[src/rtl/adder_pipelined_param_if.sv]
// Operand/result bundle for the pipelined add/subtract unit.
// The master drives operands and stall; the slave returns registered results.
interface adder_pipelined_param_if #(
    parameter int WIDTH = 8
);
    logic             In_valid;
    logic             Op;
    logic             Carry_in;
    logic [WIDTH-1:0] A;
    logic [WIDTH-1:0] B;
    logic             Stall;
    logic             Out_valid;
    logic [WIDTH-1:0] Sum_reg;
    logic             Carry_reg;
    logic             Overflow_reg;

    modport master (
        output In_valid, Op, Carry_in, A, B, Stall,
        input  Out_valid, Sum_reg, Carry_reg, Overflow_reg
    );

    modport slave (
        input  In_valid, Op, Carry_in, A, B, Stall,
        output Out_valid, Sum_reg, Carry_reg, Overflow_reg
    );
endinterface

[src/rtl/adder_pipelined_param.sv]
// Pipelined add/subtract unit: the carry chain is split into STAGES chunks,
// one chunk per register stage, with operands and partial sums skewed along.
module adder_pipelined_param #(
    parameter int WIDTH  = 8,
    parameter int STAGES = 2
) (
    input logic Clk,
    input logic Reset_n,
    adder_pipelined_param_if.slave bus
);
    localparam int CHUNK = WIDTH / STAGES;
    localparam int LAST  = STAGES - 1;

    logic [WIDTH-1:0] a_in  [STAGES];
    logic [WIDTH-1:0] b_in  [STAGES];
    logic [WIDTH-1:0] s_in  [STAGES];
    logic             c_in  [STAGES];
    logic             v_in  [STAGES];
    logic [WIDTH-1:0] sum_d [STAGES];
    logic             cy_d  [STAGES];
    logic             ovf_d;
    logic [CHUNK:0]   part;

    logic [WIDTH-1:0] a_q   [STAGES];
    logic [WIDTH-1:0] b_q   [STAGES];
    logic [WIDTH-1:0] sum_q [STAGES];
    logic             cy_q  [STAGES];
    logic             vld_q [STAGES];
    logic             ovf_q;

    always_comb begin
        // Subtract is A + ~B + ~borrow; B is inverted once at entry.
        a_in[0] = bus.A;
        b_in[0] = bus.Op ? ~bus.B : bus.B;
        s_in[0] = '0;
        c_in[0] = bus.Carry_in ^ bus.Op;
        v_in[0] = bus.In_valid;
        for (int s = 1; s < STAGES; s++) begin
            a_in[s] = a_q[s-1];
            b_in[s] = b_q[s-1];
            s_in[s] = sum_q[s-1];
            c_in[s] = cy_q[s-1];
            v_in[s] = vld_q[s-1];
        end
        part = '0;
        for (int s = 0; s < STAGES; s++) begin
            part = {1'b0, a_in[s][s*CHUNK +: CHUNK]}
                 + {1'b0, b_in[s][s*CHUNK +: CHUNK]}
                 + {{CHUNK{1'b0}}, c_in[s]};
            sum_d[s] = s_in[s];
            sum_d[s][s*CHUNK +: CHUNK] = part[CHUNK-1:0];
            cy_d[s] = part[CHUNK];
        end
        ovf_d = (a_in[LAST][WIDTH-1] == b_in[LAST][WIDTH-1])
             && (sum_d[LAST][WIDTH-1] != a_in[LAST][WIDTH-1]);
    end

    always_ff @(posedge Clk) begin
        if (!Reset_n) begin
            for (int s = 0; s < STAGES; s++) begin
                a_q[s]   <= '0;
                b_q[s]   <= '0;
                sum_q[s] <= '0;
                cy_q[s]  <= 1'b0;
                vld_q[s] <= 1'b0;
            end
            ovf_q <= 1'b0;
        end else if (!bus.Stall) begin
            // Data only moves with a valid sample, so bubbles leave results held.
            for (int s = 0; s < STAGES; s++) begin
                vld_q[s] <= v_in[s];
                if (v_in[s]) begin
                    a_q[s]   <= a_in[s];
                    b_q[s]   <= b_in[s];
                    sum_q[s] <= sum_d[s];
                    cy_q[s]  <= cy_d[s];
                end
            end
            if (v_in[LAST]) begin
                ovf_q <= ovf_d;
            end
        end
    end

    assign bus.Out_valid    = vld_q[LAST];
    assign bus.Sum_reg      = sum_q[LAST];
    assign bus.Carry_reg    = cy_q[LAST];
    assign bus.Overflow_reg = ovf_q;
endmodule

[src/flat_wrapper.sv]
// flat-port wrapper written by rule: the top's interface ports become plain ports
module adder_pipelined_param_flat 
#(
    parameter int WIDTH  = 8,
    parameter int STAGES = 2
)
  (Clk, Reset_n, bus_In_valid, bus_Op, bus_Carry_in, bus_A, bus_B, bus_Stall, bus_Out_valid, bus_Sum_reg, bus_Carry_reg, bus_Overflow_reg);
  adder_pipelined_param_if #(.WIDTH(WIDTH)) bus_i ();
  input logic Clk;
  input logic Reset_n;
  input wire logic [$bits(bus_i.In_valid)-1:0] bus_In_valid;
  input wire logic [$bits(bus_i.Op)-1:0] bus_Op;
  input wire logic [$bits(bus_i.Carry_in)-1:0] bus_Carry_in;
  input wire logic [$bits(bus_i.A)-1:0] bus_A;
  input wire logic [$bits(bus_i.B)-1:0] bus_B;
  input wire logic [$bits(bus_i.Stall)-1:0] bus_Stall;
  output wire logic [$bits(bus_i.Out_valid)-1:0] bus_Out_valid;
  output wire logic [$bits(bus_i.Sum_reg)-1:0] bus_Sum_reg;
  output wire logic [$bits(bus_i.Carry_reg)-1:0] bus_Carry_reg;
  output wire logic [$bits(bus_i.Overflow_reg)-1:0] bus_Overflow_reg;
  assign bus_i.In_valid = bus_In_valid;
  assign bus_i.Op = bus_Op;
  assign bus_i.Carry_in = bus_Carry_in;
  assign bus_i.A = bus_A;
  assign bus_i.B = bus_B;
  assign bus_i.Stall = bus_Stall;
  assign bus_Out_valid = bus_i.Out_valid;
  assign bus_Sum_reg = bus_i.Sum_reg;
  assign bus_Carry_reg = bus_i.Carry_reg;
  assign bus_Overflow_reg = bus_i.Overflow_reg;
  adder_pipelined_param #(.WIDTH(WIDTH), .STAGES(STAGES)) u_core (.Clk(Clk), .Reset_n(Reset_n), .bus(bus_i));
endmodule
[config.mk]
export PLATFORM = sky130hd
export DESIGN_NAME = adder_pipelined_param_flat
export DESIGN_NICKNAME = d
export VERILOG_FILES = /design/src/rtl/adder_pipelined_param_if.sv /design/src/rtl/adder_pipelined_param.sv /design/src/flat_wrapper.sv
export SDC_FILE = /design/constraint.sdc
export NUM_CORES = 1
export LEC_CHECK = 0
export BUFFER_PORTS_ARGS = -buffer_cell sky130_fd_sc_hd__buf_2
export CORE_MARGIN = 3
export CORE_UTILIZATION = 52
export CTS_CLUSTER_DIAMETER = 200
export DETAILED_ROUTE_END_ITERATION = 12
export PLACE_DENSITY = 0.8
export SYNTH_ARGS = -nofsm -noshare
export SYNTH_HDL_FRONTEND = slang
export SYNTH_SLANG_ARGS = --single-unit
[constraint.sdc]
create_clock -name Clk -period 2.95 [get_ports Clk]
set_clock_uncertainty 0.2 [all_clocks]
set_input_delay 0.4425 -clock Clk [delete_from_list [all_inputs] [get_ports Clk]]
set_output_delay 0.4425 -clock Clk [all_outputs]
set_load 0.02 [all_outputs]
==> summary.md <==
| Metric | Value |
|---|---|
| Share of cells above drive strength 1 | `39.7%` |
| Final Hold Violating Endpoints | `0` |
| Most common cell after layout, fill and taps aside | `buf_2` |
| Most frequent cells in the layout | `32 x buf_2, 24 x edfxtp_1, 11 x and3_2` |
| Cts bufs inserted | `3` |
| Crit path cell chain | `buf_2 > xor2_1 > fa_1 > fa_1 > a21o_1 > a21oi_1 > nor2_1` |
| Worst setup margin | `~750 ps` |
| CTS root buffer | `clkbuf_4` |
| Rel. slew slack | `62.1%` |
| Chip height | `between 50 and 60 um` |
| Post-synth cell types | `27` |
| Sequential area share after synthesis | `between 50% and 60%` |
| Tightest Hold Check Type | `in -> reg` |
| Post-Place Setup Slack | `roughly 410 ps` |
| Row count | `17` |
| RSZ-0062 raised after global routing | `false` |
| Max incr delay on CP | `around 440 ps` |
| Post-synthesis net count | `between 100 and 150` |
| WP depth | `7` |
| Final setup viols | `0` |
| Initial DRC count | `14` |
| Power Density | `457 nW/um^2` |
| P&R area growth vs syn | `15.8%` |
| Ys async rst share | `0%` |
| PostCTS Resize Cnt | `0` |
| RR Startpoint | `u_core.cy_q[0][0]` |
| Critical-path top delay cell | `fa_1` |
| R2r worst-path depth | `7` |
| CTS tree | `yes` |
| Total GRT Usage | `between 10 and 15%` |
| Post-Synthesis Cells | `between 100 and 150` |
| Psw | `177 uW` |
| Pint | `roughly 530 uW` |
| Worst path arrival time | `roughly 2100 ps` |
| Flop pwr share | `approximately three fifths` |
| Clock Latency Late Sink | `310 ps` |
| DRC viols | `0` |
| Routability cong. | `0.779` |
| Flop2flop setup slack | `940 ps` |
| Synth Area in XOR/XNOR | `under 10%` |
| Ys flop type | `edfxtp_1` |
| IO Count | `33` |
| Final critical-path share of the clock period | `74.5%` |
| Nets | `~170` |
| Post-synthesis mux area share | `less than 1%` |
| Dpl cell area | `1530 um^2` |
| Max cap viols | `0` |
| DR vias | `between 800 and 900` |
| Reg-to-reg endpoint | `u_core.cy_q[0][1]` |
| Setup Buffers After CTS | `0` |
| Initial Util | `between 50% and 60%` |
| Initial antenna violation count | `0` |
| FMAX | `approximately 450 MHz` |
| Grt total ovfl | `0` |
| CP top delay family | `adder cells` |
| Setup TNS | `0 ps` |
| Vias per inst | `5.23` |
| Port Buffer Count | `32` |
| Post-route design area | `around 1600 um^2` |
| Flops & latches, synth | `25` |
| N_diodes | `0` |
| CORE AREA | `2320 um^2` |
| Routed length per instance | `12.9 um` |
| Max reg flops | `12` |
| Setup crit start kind | `primary input` |
| Area of the mapped netlist | `1340 um^2` |
| Initial DRT Pass Iterations | `4` |
| CTS Buffer Depth | `2` |
| Pin count of the biggest net entering global routing | `18` |
| Worst Path Max Fanout | `9` |
| Routed Antenna Nets | `0` |
| Tot Pwr | `between 700 and 800 uW` |
| Final wirelength | `roughly 2100 um` |
| Worst setup endpoint | `u_core.cy_q[0][0]` |
| Worst path buffer plus inverter count | `1` |
| Largest family of logic cells by synthesized area | `simple AND/OR/NAND/NOR gates` |
| Hold_buf cts | `0` |
| WS Path Type | `in -> reg` |
| Outcome | `complete, no violations` |
| Top reg by flops | `u_core.sum_q` |
| Synthesized area per cell | `roughly 13 um^2` |
| Largest registers | `u_core.sum_q x12, u_core.a_q x4, u_core.b_q x4` |
| Worst Tran Pin Value | `roughly 570 ps` |
| Critical path data required time | `~2800 ps` |
| Global-route wire length before repair | `roughly 3300 um` |
| Hold Crit Start | `bus_B[5]` |
| Crit. Startpoint | `bus_Op` |
| Final Hold Slack | `244 ps` |
| Gate power share | `19.8%` |
| Warnings, synthesis | `0` |
| LEAKAGE | `between 0.7 and 0.8 nW` |
| Sw Share | `25.0%` |
| Compound-Gate Fraction of Synth Area | `roughly 6.3%` |
| Post-synth EDFFs | `24` |
| Adder-cell area share of the yosys netlist | `a little under an eighth` |
| Die Area | `around 3200 um^2` |
| Die Wd | `between 50 and 60 um` |
| Number of global-route vias before repair | `just over 800` |
| Final HPWL DP | `about 1600 um` |
| Max rail drop VDD | `0.288 mV` |
| Clock transition at the registers of the reported paths | `around 120 ps` |
| Fraction of the mapped netlist area in simple logic gates | `approximately 15%` |
| Share of power burned in the clock network | `about a fifth` |
| Cell mode on critical path | `fa_1` |
| Final Max Tran Viols | `0` |
| Min Tclk post-route | `2200 ps` |
| Worst setup EP type | `flip-flop` |
| CTS Sinks | `25` |
| # H-tree levels | `1` |
## worst min-delay path by stage
stage                         endpoint  slack, ps  depth (start not counted)
4_1_cts               u_core.b_q[0][5]        230                          3
2_1_floorplan      u_core.sum_q[0][10]        340                          1
6_report              u_core.b_q[0][5]        240                          3
3_5_place_dp   u_core.bus.Overflow_reg        260                          2
3_3_place_gp   u_core.bus.Overflow_reg        270                          2
5_1_grt               u_core.a_q[0][7]        240                          2
## cells by family (layout without fill, tap and decap cells)
logic type | Yosys count | in the layout
multiplexers | 1 | 1
AND/OR/NAND/NOR | 33 | 33
adder cells (fa/ha/maj) | 10 | 10
buffers and inverters | 10 | 44
XOR/XNOR | 11 | 11
AO/OA/AOI/OAI | 12 | 12
flip-flops | 25 | 25
## power by group through the flow
stage               sequential, mW  clock (mW)  combinational [mW]
floorplan                    0.445           0              0.0854
global placement             0.431           0               0.137
detailed placement           0.432           0               0.141
CTS                          0.424       0.149               0.142
global route                 0.426       0.164               0.156
finish                       0.423       0.145               0.141
## metal layers
metal / vias up / wire [um] / track usage [%]
met3: 4 / 137 / 1.61
met1: 395 / 873 / 14.8
li1: 429 / - / -
met2: 30 / 1050 / 23.8
met5: - / 0 / 0
met4: 0 / 51 / 8.94
## synthesized netlist by cell type (2+ instances only)
| cell | instances | share of area (%) |
|---|---|---|
| nand3b_1 | 2 | 1.1 |
| ha_1 | 6 | 5.6 |
| nor2_1 | 9 | 2.5 |
| edfxtp_1 | 24 | 54 |
| and2_2 | 2 | 1.1 |
| buf_2 | 2 | 0.75 |
| a21o_1 | 4 | 2.2 |
| buf_4 | 2 | 1.1 |
| fa_1 | 4 | 6.0 |
| xnor2_1 | 6 | 3.9 |
| inv_1 | 6 | 1.7 |
| nand3_1 | 2 | 0.75 |
| a21oi_1 | 5 | 1.9 |
| and3_2 | 11 | 6.2 |
| xor2_1 | 5 | 3.3 |
## per-stage QoR
stage               util [%]  std cells
finish                  67.0        164
global route            67.0        164
CTS                     67.0        164
detailed placement      65.8        160
global placement        65.8        160
floorplan                  -        102
## tightest hold or removal path, stage by stage
cell and delay [ps]:
buf_2 80, xnor2_1 50, nor2_1 70
## final cells by class
cell class | instances | area [um^2]
Fill cell | 171 | 766
Inverter | 6 | 22.5
Multi-Input combinational cell | 67 | 553
Timing Repair Buffer | 34 | 175
Tap cell | 28 | 35.0
Clock buffer | 4 | 26.3
Sequential cell | 25 | 741
(Power assumes the default switching activity.)
